==> src/rtl/ctrl_pipe_unit.sv <==
// ctrl_pipe_unit: control for a 5-stage RV32I pipeline.
// - Decodes the ID-stage opcode into a control word.
// - Carries that word through the ID/EX, EX/MEM and MEM/WB control registers.
// - Owns load-use stall insertion, redirect flush and operand-forwarding selects.
// Optional feature macro: CTRL_MULDIV_EN. When defined, R-type instructions
// with funct7[0]=1 decode as M-extension ops. Divide/remainder ops then occupy
// EX for DIV_LAT cycles.
module ctrl_pipe_unit #(
  parameter int REG_AW  = 5,
  parameter int DIV_LAT = 32
) (
  input  logic              clk,
  input  logic              rst_n,
  input  logic              id_valid,
  input  logic [4:0]        id_opcode,
  input  logic [2:0]        id_funct3,
  input  logic              id_funct7_0,
  input  logic [REG_AW-1:0] id_rs1,
  input  logic [REG_AW-1:0] id_rs2,
  input  logic [REG_AW-1:0] id_rd,
  input  logic              ex_redirect,
  output logic              stall,
  output logic              flush,
  output logic              ex_isBranch,
  output logic              ex_Jump,
  output logic              ex_ALUSrc,
  output logic [1:0]        ex_ALUOp,
  output logic              mem_MemRead,
  output logic              mem_MemWrite,
  output logic              wb_RegWrite,
  output logic              wb_MemtoReg,
  output logic [1:0]        wb_WBSrc,
  output logic [1:0]        fwd_a,
  output logic [1:0]        fwd_b,
  output logic              ex_illegal
);

  localparam logic [4:0] OP_R      = 5'b01100;
  localparam logic [4:0] OP_I      = 5'b00100;
  localparam logic [4:0] OP_LOAD   = 5'b00000;
  localparam logic [4:0] OP_STORE  = 5'b01000;
  localparam logic [4:0] OP_BRANCH = 5'b11000;
  localparam logic [4:0] OP_JAL    = 5'b11011;
  localparam logic [4:0] OP_JALR   = 5'b11001;
  localparam logic [4:0] OP_AUIPC  = 5'b00101;
  localparam logic [4:0] OP_LUI    = 5'b01101;

  localparam logic [1:0] FWD_RF    = 2'b00;
  localparam logic [1:0] FWD_EXMEM = 2'b10;
  localparam logic [1:0] FWD_MEMWB = 2'b01;

  // Control slices, grouped by the stage that consumes them.
  typedef struct packed {
    logic       isbranch;
    logic       jump;
    logic       alusrc;
    logic [1:0] aluop;
  } ex_ctrl_t;

  typedef struct packed {
    logic memread;
    logic memwrite;
  } mem_ctrl_t;

  typedef struct packed {
    logic       regwrite;
    logic       memtoreg;
    logic [1:0] wbsrc;
  } wb_ctrl_t;

  // Each stage register keeps only what its own and later stages still need.
  typedef struct packed {
    logic              valid;
    logic [REG_AW-1:0] rd;
    logic [REG_AW-1:0] rs1;
    logic [REG_AW-1:0] rs2;
    ex_ctrl_t          ex;
    mem_ctrl_t         mem;
    wb_ctrl_t          wb;
    logic              illegal;
  } idex_t;

  typedef struct packed {
    logic              valid;
    logic [REG_AW-1:0] rd;
    mem_ctrl_t         mem;
    wb_ctrl_t          wb;
  } exmem_t;

  typedef struct packed {
    logic              valid;
    logic [REG_AW-1:0] rd;
    wb_ctrl_t          wb;
  } memwb_t;

  ex_ctrl_t  dec_ex;
  mem_ctrl_t dec_mem;
  wb_ctrl_t  dec_wb;
  logic      dec_illegal;
  logic      dec_uses_rs2;
`ifdef CTRL_MULDIV_EN
  logic      dec_div;
`endif

  idex_t  id_entry;
  idex_t  idex;
  exmem_t exmem;
  memwb_t memwb;

  logic load_use;
  logic div_busy;
  logic idex_load;

  // funct fields only matter to the M-extension decode; fold them here so an
  // unused bit is never left dangling in either build.
  logic unused_fields;
  assign unused_fields = ^{id_funct3, id_funct7_0};

  // Opcode decode of the instruction sitting in IF/ID.
  always_comb begin
    // NOTE: every combinational output gets a default first, so no path through
    // the case can leave a value unassigned and infer a latch.
    dec_ex       = '0;
    dec_mem      = '0;
    dec_wb       = '0;
    dec_illegal  = 1'b0;
    dec_uses_rs2 = 1'b0;
`ifdef CTRL_MULDIV_EN
    dec_div      = 1'b0;
`endif
    case (id_opcode)
      OP_R: begin
        dec_ex.aluop    = 2'b10;
        dec_wb.regwrite = 1'b1;
        dec_uses_rs2    = 1'b1;
`ifdef CTRL_MULDIV_EN
        if (id_funct7_0) begin
          dec_ex.aluop = 2'b11;
          dec_div      = id_funct3[2];
        end
`endif
      end
      OP_I: begin
        dec_ex.aluop    = 2'b10;
        dec_ex.alusrc   = 1'b1;
        dec_wb.regwrite = 1'b1;
      end
      OP_LOAD: begin
        dec_mem.memread = 1'b1;
        dec_wb.memtoreg = 1'b1;
        dec_ex.alusrc   = 1'b1;
        dec_wb.regwrite = 1'b1;
      end
      OP_STORE: begin
        dec_ex.alusrc    = 1'b1;
        dec_mem.memwrite = 1'b1;
        dec_uses_rs2     = 1'b1;
      end
      OP_BRANCH: begin
        dec_ex.isbranch = 1'b1;
        dec_ex.aluop    = 2'b01;
        dec_uses_rs2    = 1'b1;
      end
      OP_JAL: begin
        dec_wb.regwrite = 1'b1;
        dec_ex.jump     = 1'b1;
        dec_wb.wbsrc    = 2'b11;
      end
      OP_JALR: begin
        dec_ex.alusrc   = 1'b1;
        dec_wb.regwrite = 1'b1;
        dec_ex.jump     = 1'b1;
        dec_wb.wbsrc    = 2'b11;
      end
      OP_AUIPC: begin
        dec_wb.regwrite = 1'b1;
        dec_wb.wbsrc    = 2'b10;
      end
      OP_LUI: begin
        dec_wb.regwrite = 1'b1;
        dec_wb.wbsrc    = 2'b01;
      end
      default: dec_illegal = 1'b1;
    endcase
  end

  // Candidate ID/EX contents; an invalid IF/ID slot becomes an all-zero bubble.
  always_comb begin
    id_entry = '0;
    if (id_valid) begin
      id_entry.valid   = 1'b1;
      id_entry.rd      = id_rd;
      id_entry.rs1     = id_rs1;
      id_entry.rs2     = id_rs2;
      id_entry.ex      = dec_ex;
      id_entry.mem     = dec_mem;
      id_entry.wb      = dec_wb;
      id_entry.illegal = dec_illegal;
    end
  end

  // A load in EX whose result the ID instruction needs next cycle.
  // rs2 only counts for formats that actually read it.
  assign load_use = idex.valid && idex.mem.memread && (idex.rd != '0) &&
                    ((idex.rd == id_rs1) || (dec_uses_rs2 && (idex.rd == id_rs2)));

`ifdef CTRL_MULDIV_EN
  localparam int CNT_W = $clog2(DIV_LAT);

  logic [CNT_W-1:0] div_cnt;

  assign div_busy = (div_cnt != '0);

  // Divide occupancy counter: loads on EX entry, counts down while EX holds.
  always_ff @(posedge clk) begin
    if (!rst_n) begin
      div_cnt <= '0;
    end else if (div_busy) begin
      div_cnt <= div_cnt - CNT_W'(1);
    end else if (idex_load && id_valid && dec_div) begin
      div_cnt <= CNT_W'(DIV_LAT - 1);
    end
  end

  // The front end cannot redirect while EX is still working on a divide.
  a_no_redirect_in_div: assert property (@(posedge clk) disable iff (!rst_n)
                                         !(div_busy && ex_redirect));
`else
  localparam int unused_div_lat = DIV_LAT;

  assign div_busy = 1'b0;
`endif

  // Redirect beats everything; a busy divide holds EX; a load-use hazard bubbles.
  assign idex_load = !ex_redirect && !div_busy && !load_use;

  // ID/EX control register.
  always_ff @(posedge clk) begin
    // NOTE: all stage registers are reset, because a stale valid bit or control
    // bit after reset would issue phantom register writes or memory accesses.
    if (!rst_n) begin
      // NOTE: sequential state always uses non-blocking assignment, so every
      // stage samples the previous stage's value from before this edge.
      idex <= '0;
    end else if (ex_redirect) begin
      idex <= '0;
    end else if (div_busy) begin
      idex <= idex;
    end else if (load_use) begin
      idex <= '0;
    end else begin
      idex <= id_entry;
    end
  end

  // EX/MEM control register; it takes bubbles while a divide holds EX.
  always_ff @(posedge clk) begin
    if (!rst_n || div_busy) begin
      exmem <= '0;
    end else begin
      exmem.valid <= idex.valid;
      exmem.rd    <= idex.rd;
      exmem.mem   <= idex.mem;
      exmem.wb    <= idex.wb;
    end
  end

  // MEM/WB control register.
  always_ff @(posedge clk) begin
    if (!rst_n) begin
      memwb <= '0;
    end else begin
      memwb.valid <= exmem.valid;
      memwb.rd    <= exmem.rd;
      memwb.wb    <= exmem.wb;
    end
  end

  // Forwarding: the younger producer (EX/MEM) wins; x0 never forwards.
  always_comb begin
    fwd_a = FWD_RF;
    fwd_b = FWD_RF;
    if (exmem.valid && exmem.wb.regwrite && (exmem.rd != '0) && (exmem.rd == idex.rs1)) begin
      fwd_a = FWD_EXMEM;
    end else if (memwb.valid && memwb.wb.regwrite && (memwb.rd != '0) &&
                 (memwb.rd == idex.rs1)) begin
      fwd_a = FWD_MEMWB;
    end
    if (exmem.valid && exmem.wb.regwrite && (exmem.rd != '0) && (exmem.rd == idex.rs2)) begin
      fwd_b = FWD_EXMEM;
    end else if (memwb.valid && memwb.wb.regwrite && (memwb.rd != '0) &&
                 (memwb.rd == idex.rs2)) begin
      fwd_b = FWD_MEMWB;
    end
  end

  assign flush = ex_redirect;
  assign stall = !ex_redirect && (load_use || div_busy);

  // Per-stage control outputs, forced to 0 for an invalid stage.
  assign ex_isBranch  = idex.valid && idex.ex.isbranch;
  assign ex_Jump      = idex.valid && idex.ex.jump;
  assign ex_ALUSrc    = idex.valid && idex.ex.alusrc;
  assign ex_ALUOp     = idex.valid ? idex.ex.aluop : 2'b00;
  assign ex_illegal   = idex.valid && idex.illegal;
  assign mem_MemRead  = exmem.valid && exmem.mem.memread;
  assign mem_MemWrite = exmem.valid && exmem.mem.memwrite;
  assign wb_RegWrite  = memwb.valid && memwb.wb.regwrite;
  assign wb_MemtoReg  = memwb.valid && memwb.wb.memtoreg;
  assign wb_WBSrc     = memwb.valid ? memwb.wb.wbsrc : 2'b00;

endmodule

==> config.mk <==
export PLATFORM = sky130hd
export DESIGN_NAME = ctrl_pipe_unit
export DESIGN_NICKNAME = d
export VERILOG_FILES = /design/src/rtl/ctrl_pipe_unit.sv
export SDC_FILE = /design/constraint.sdc
export NUM_CORES = 1
export LEC_CHECK = 0
export ABC_AREA = 1
export BUFFER_PORTS_ARGS = -buffer_cell sky130_fd_sc_hd__clkbuf_2
export CORE_ASPECT_RATIO = 1.5
export CORE_MARGIN = 2
export CORE_UTILIZATION = 41
export CTS_BUF_LIST = sky130_fd_sc_hd__clkbuf_16
export DETAILED_ROUTE_END_ITERATION = 8
export GPL_TIMING_DRIVEN = 1
export PLACE_DENSITY_LB_ADDON = 0.08
export SYNTH_ARGS = -nofsm -noshare
export SYNTH_HDL_FRONTEND = slang
export SYNTH_SLANG_ARGS = --single-unit
==> constraint.sdc <==
create_clock -name clk -period 1.65 [get_ports clk]
set_input_delay 0.2475 -clock clk [delete_from_list [all_inputs] [get_ports clk]]
set_output_delay 0.2475 -clock clk [all_outputs]
set_load 0.005 [all_outputs]
==> results by group <==
Global route
  • Total global routing track utilization: between 10% and 20%
  • Initial antenna violation count: 0
  • GR Overflow Total: 0
  • Maximum number of pins on one net before global-route repair: 27
  • Via count of the first global-routing pass: between 1500 and 2000
  • First-pass GRT wire length: 6710 um

Detailed routing
  • Total wire length after detailed routing: between 3000 and 4000 um
  • Number of nets still failing antenna checks after routing: 0
  • Routed via count: ~1600
  • Number of detailed-route iterations in the first pass: 5
  • Drt first-iter violations: 17
  • Average wire per cell in the routed design: ~9.5 um
  • Vias per cell: between 4 and 5
  • DRC viols: 0

Finish
  • Combined area of the multi-input logic cells: 852 um2
  • Share of cells above drive strength 1: approximately 32%
  • Share of the core filled with cells in the final layout: between 50% and 60%
  • Number of nets in the layout: roughly 350
  • Diodes inserted: 0
  • Synthesis-to-layout area growth: 26.0%
  • Final instance area: around 2500 um2
  • Count of non-filler cells in the finished layout: 386
  • Area used by sequential logic in the layout: slightly below 1000 um2
  • Fill cell count: 521

Worst hold path
  • Type of the worst min-delay path: in2reg
  • Worst hold path depth: 3

STA
  • Final critical delay including setup and external delays: 1.61 ns
  • Setup skew after layout: roughly 0.0027 ns
  • Total count of hold-check failures in the final report: 0
  • Relative max-transition margin: 79.5%
  • Post-Route Setup TNS: 0 ns
  • Post-route clock period utilization: 97.5%
  • Setup repair after global routing missed its margin: yes
  • Actual transition at the worst max-transition pin: a little over 0.3 ns
  • Maximum frequency from static timing analysis: 621 MHz
  • Total setup violations reported at the end of the flow: 0
  • Fin. max-slew vios: 0

Power and ir drop
  • Power per Cell Area: between 900 and 1000 nW/um2
  • Clock network fraction of design power: around 45%
  • Peak supply drop: between 0.6 and 0.7 mV
  • Combinational share of power: 7.1%
  • Leak: roughly 1.4 nW
  • Switching part of the total power: approximately a fifth
  • Internal power: 1.94 mW
  • Portion of total power attributed to sequential cells: between 40% and 50%
  • Switching power total: roughly 500 uW
  • Final Power: about 2.5 mW

Synth
  • Mean area per synthesized cell: 7.44 um2
  • Ranking of synthesized cells by area: dfxtp_1 (47%), nand2_1 (11%), inv_1 (10%), xnor2_1 (7.4%), nor2_2 (6.2%)
  • Yosys synthesis warning count: 0
  • Biggest area consumer among synthesized cells: dfxtp_1
  • Distinct cells, synth: 22
  • Cells after synthesis: ~270
  • Post-Synthesis Net Count: 300
  • Share of the yosys chip area belonging to registers: a little under half
  • Share of Yosys cell area claimed by the top area cell type: 46.5%
  • Summed instance area of the synthesized netlist: 2020 um2
  • Count of state elements after synthesis: between 40 and 50

Setup path
  • Critical path launch point type: register
  • Critical R2R Capture: idex[16]$_SDFF_PP0_
  • Crit path max fanout: 4
  • Register-to-Register Setup Slack: 0.22 ns
  • End point of the critical path: stall
  • Critical Path Sink Type: output port
  • Required time of the critical path: 1.40 ns
  • Setup Crit Path Kind: reg2out
  • CP arrival: about 1.4 ns
  • Number of cells on the worst reg-to-reg path: 10
  • Source of the worst register-to-register timing path: idex[25]$_SDFF_PP0_
  • Critical Path Source: idex[25]$_SDFF_PP0_

Placed design
  • Placed insts: 376
  • DP Wirelength: around 2900 um
  • Placed cell areas: approximately 2300 um2
  • Global placement routability congestion: about 0.79
  • Port Buffers: 41

Die
  • Die extent in y: roughly 90 um
  • Num ports: 46
  • Overall die width: around 61 um
  • Core box area: a little under 5000 um2
  • Effective utilization at floorplan: 42.1%
  • Placement Rows: 31
  • Area enclosed by the die boundary: between 5000 and 6000 um2

Clock network
  • CTS Sinks: 47
  • TritonCTS Buffers: 5
  • H-tree level count: 2
  • Hold-fix buffers, CTS: 0
  • Deepest clock path buffer count: 2
  • Root buffer cell: clkbuf_16
  • Clock-pin slew on the worst setup and hold paths: ~0.060 ns
  • Clock latency on the worst-skew pair: 0.28 ns
  • TritonCTS clock tree: yes

Job
  • Maximum capacitance violations: 0

Status
  • Run status: finished clean
-- kinds of logic (layout without fill, tap and decap cells) --
family                    count (synthesis)  after routing  synth area share (%)
xor gates and xnor gates                 21             21                  9.09
DFF                                      47             47                  46.5
buffers and inverters                    67            115                  13.5
and+or+nand+nor                         127            127                  28.2
AOI/OAI and AO/OA                        10             10                  2.66
-- cell usage in the layout, fill, tap and decap left out, drive strengths merged --
master | Yosys | layout
o21ai | 8 | 8
nor3 | 6 | 6
buf | 4 | 6
xor2 | 4 | 4
nor2 | 44 | 44
inv | 61 | 61
xnor2 | 17 | 17
o31a | 1 | 1
dfxtp | 47 | 47
nand4 | 3 | 3
and2 | 1 | 1
clkinv | 0 | 2
and3b | 1 | 1
nand2 | 63 | 63
clkbuf | 2 | 45
a21oi | 1 | 1
nand3 | 9 | 9
bufinv | 0 | 1
-- power by group through the flow --
| stage | registers [mW] | clock network [mW] | logic (mW) |
|---|---|---|---|
| final | 1.17 | 1.11 | 0.174 |
| after global routing | 1.17 | 1.20 | 0.198 |
| after CTS | 1.17 | 1.15 | 0.168 |
| after detailed placement | 1.20 | 0 | 0.167 |
| after global placement | 1.20 | 0 | 0.167 |
| after floorplan | 1.19 | 0 | 0.109 |
-- worst max-delay path, stage by stage (launching register included) --
cell	delay, ns
dfxtp_4	0.36
buf_4	0.13
nor3_1	0.15
nand3_1	0.11
nand3_1	0.09
inv_2	0.04
nand2_2	0.06
nor2_2	0.04
clkbuf_2	0.10
-- layout make-up --
type	count	share of cell area (%)
flip-flops and latches	47	37.7
multi-input cells	158	33.4
repair buffers	46	10.0
inverters	61	8.98
clock buffers	5	4.91
well taps	66	3.24
clock inverters	3	1.72
-- synth_stat cells --
cell and n:
nor3_1 6, xor2_1 4, nor2_2 20, buf_6 2
o31a_1 1, nand2_2 1, xnor2_1 17, inv_1 54
nand2_1 61, buf_4 2, nand2_4 1, and2_1 1
dfxtp_1 47, o21ai_1 3, clkbuf_1 2, a21oi_1 1
o21ai_0 5, nor2_1 24, nand3_1 9, nand4_1 3
and3b_1 1, inv_2 7
-- routing by layer --
layer	part of all wire, %	wire length, um	GRT usage, %	up-vias
li1	-	-	-	885
met1	42	1550	18.4	674
met2	51	1890	27.0	40
met3	3.6	131	3.60	7
met4	2.8	101	7.09	0
met5	0	0	0	-
-- what timing repair did --
item                       4_1_cts  5_1_grt
setup endpoints to repair        3        5
pin swaps                        0        5
hold endpoints to repair         0        0
cloned                           0        0
buffers inserted                 0        2
resized for setup                8       18
-- worst min-delay path by stage --
stage                                    from                  end
final                                id_rd[3]  idex[25]$_SDFF_PP0_
after global routing                 id_rd[3]  idex[25]$_SDFF_PP0_
after CTS                            id_rd[3]  idex[25]$_SDFF_PP0_
after detailed placement   idex[5]$_SDFF_PP0_  exmem[4]$_SDFF_PN0_
after global placement    exmem[0]$_SDFF_PN0_  memwb[0]$_SDFF_PN0_
after floorplan                         rst_n  memwb[4]$_SDFF_PN0_
-- registers in the layout, summed over array words and instances, names as in the netlist --
| register | cells |
|---|---|
| idex | 26 |
| exmem | 11 |
| memwb | 10 |
-- stage by stage --
step                      setup slack [ns]  hold WS [ns]
after floorplan                      0.462         0.345
after global placement               0.200         0.397
after detailed placement             0.209         0.402
after CTS                         -0.00577         0.154
after global routing               -0.0560         0.158
final                               0.0409         0.158
No activity file was read; power rests on OpenSTA's default activity.
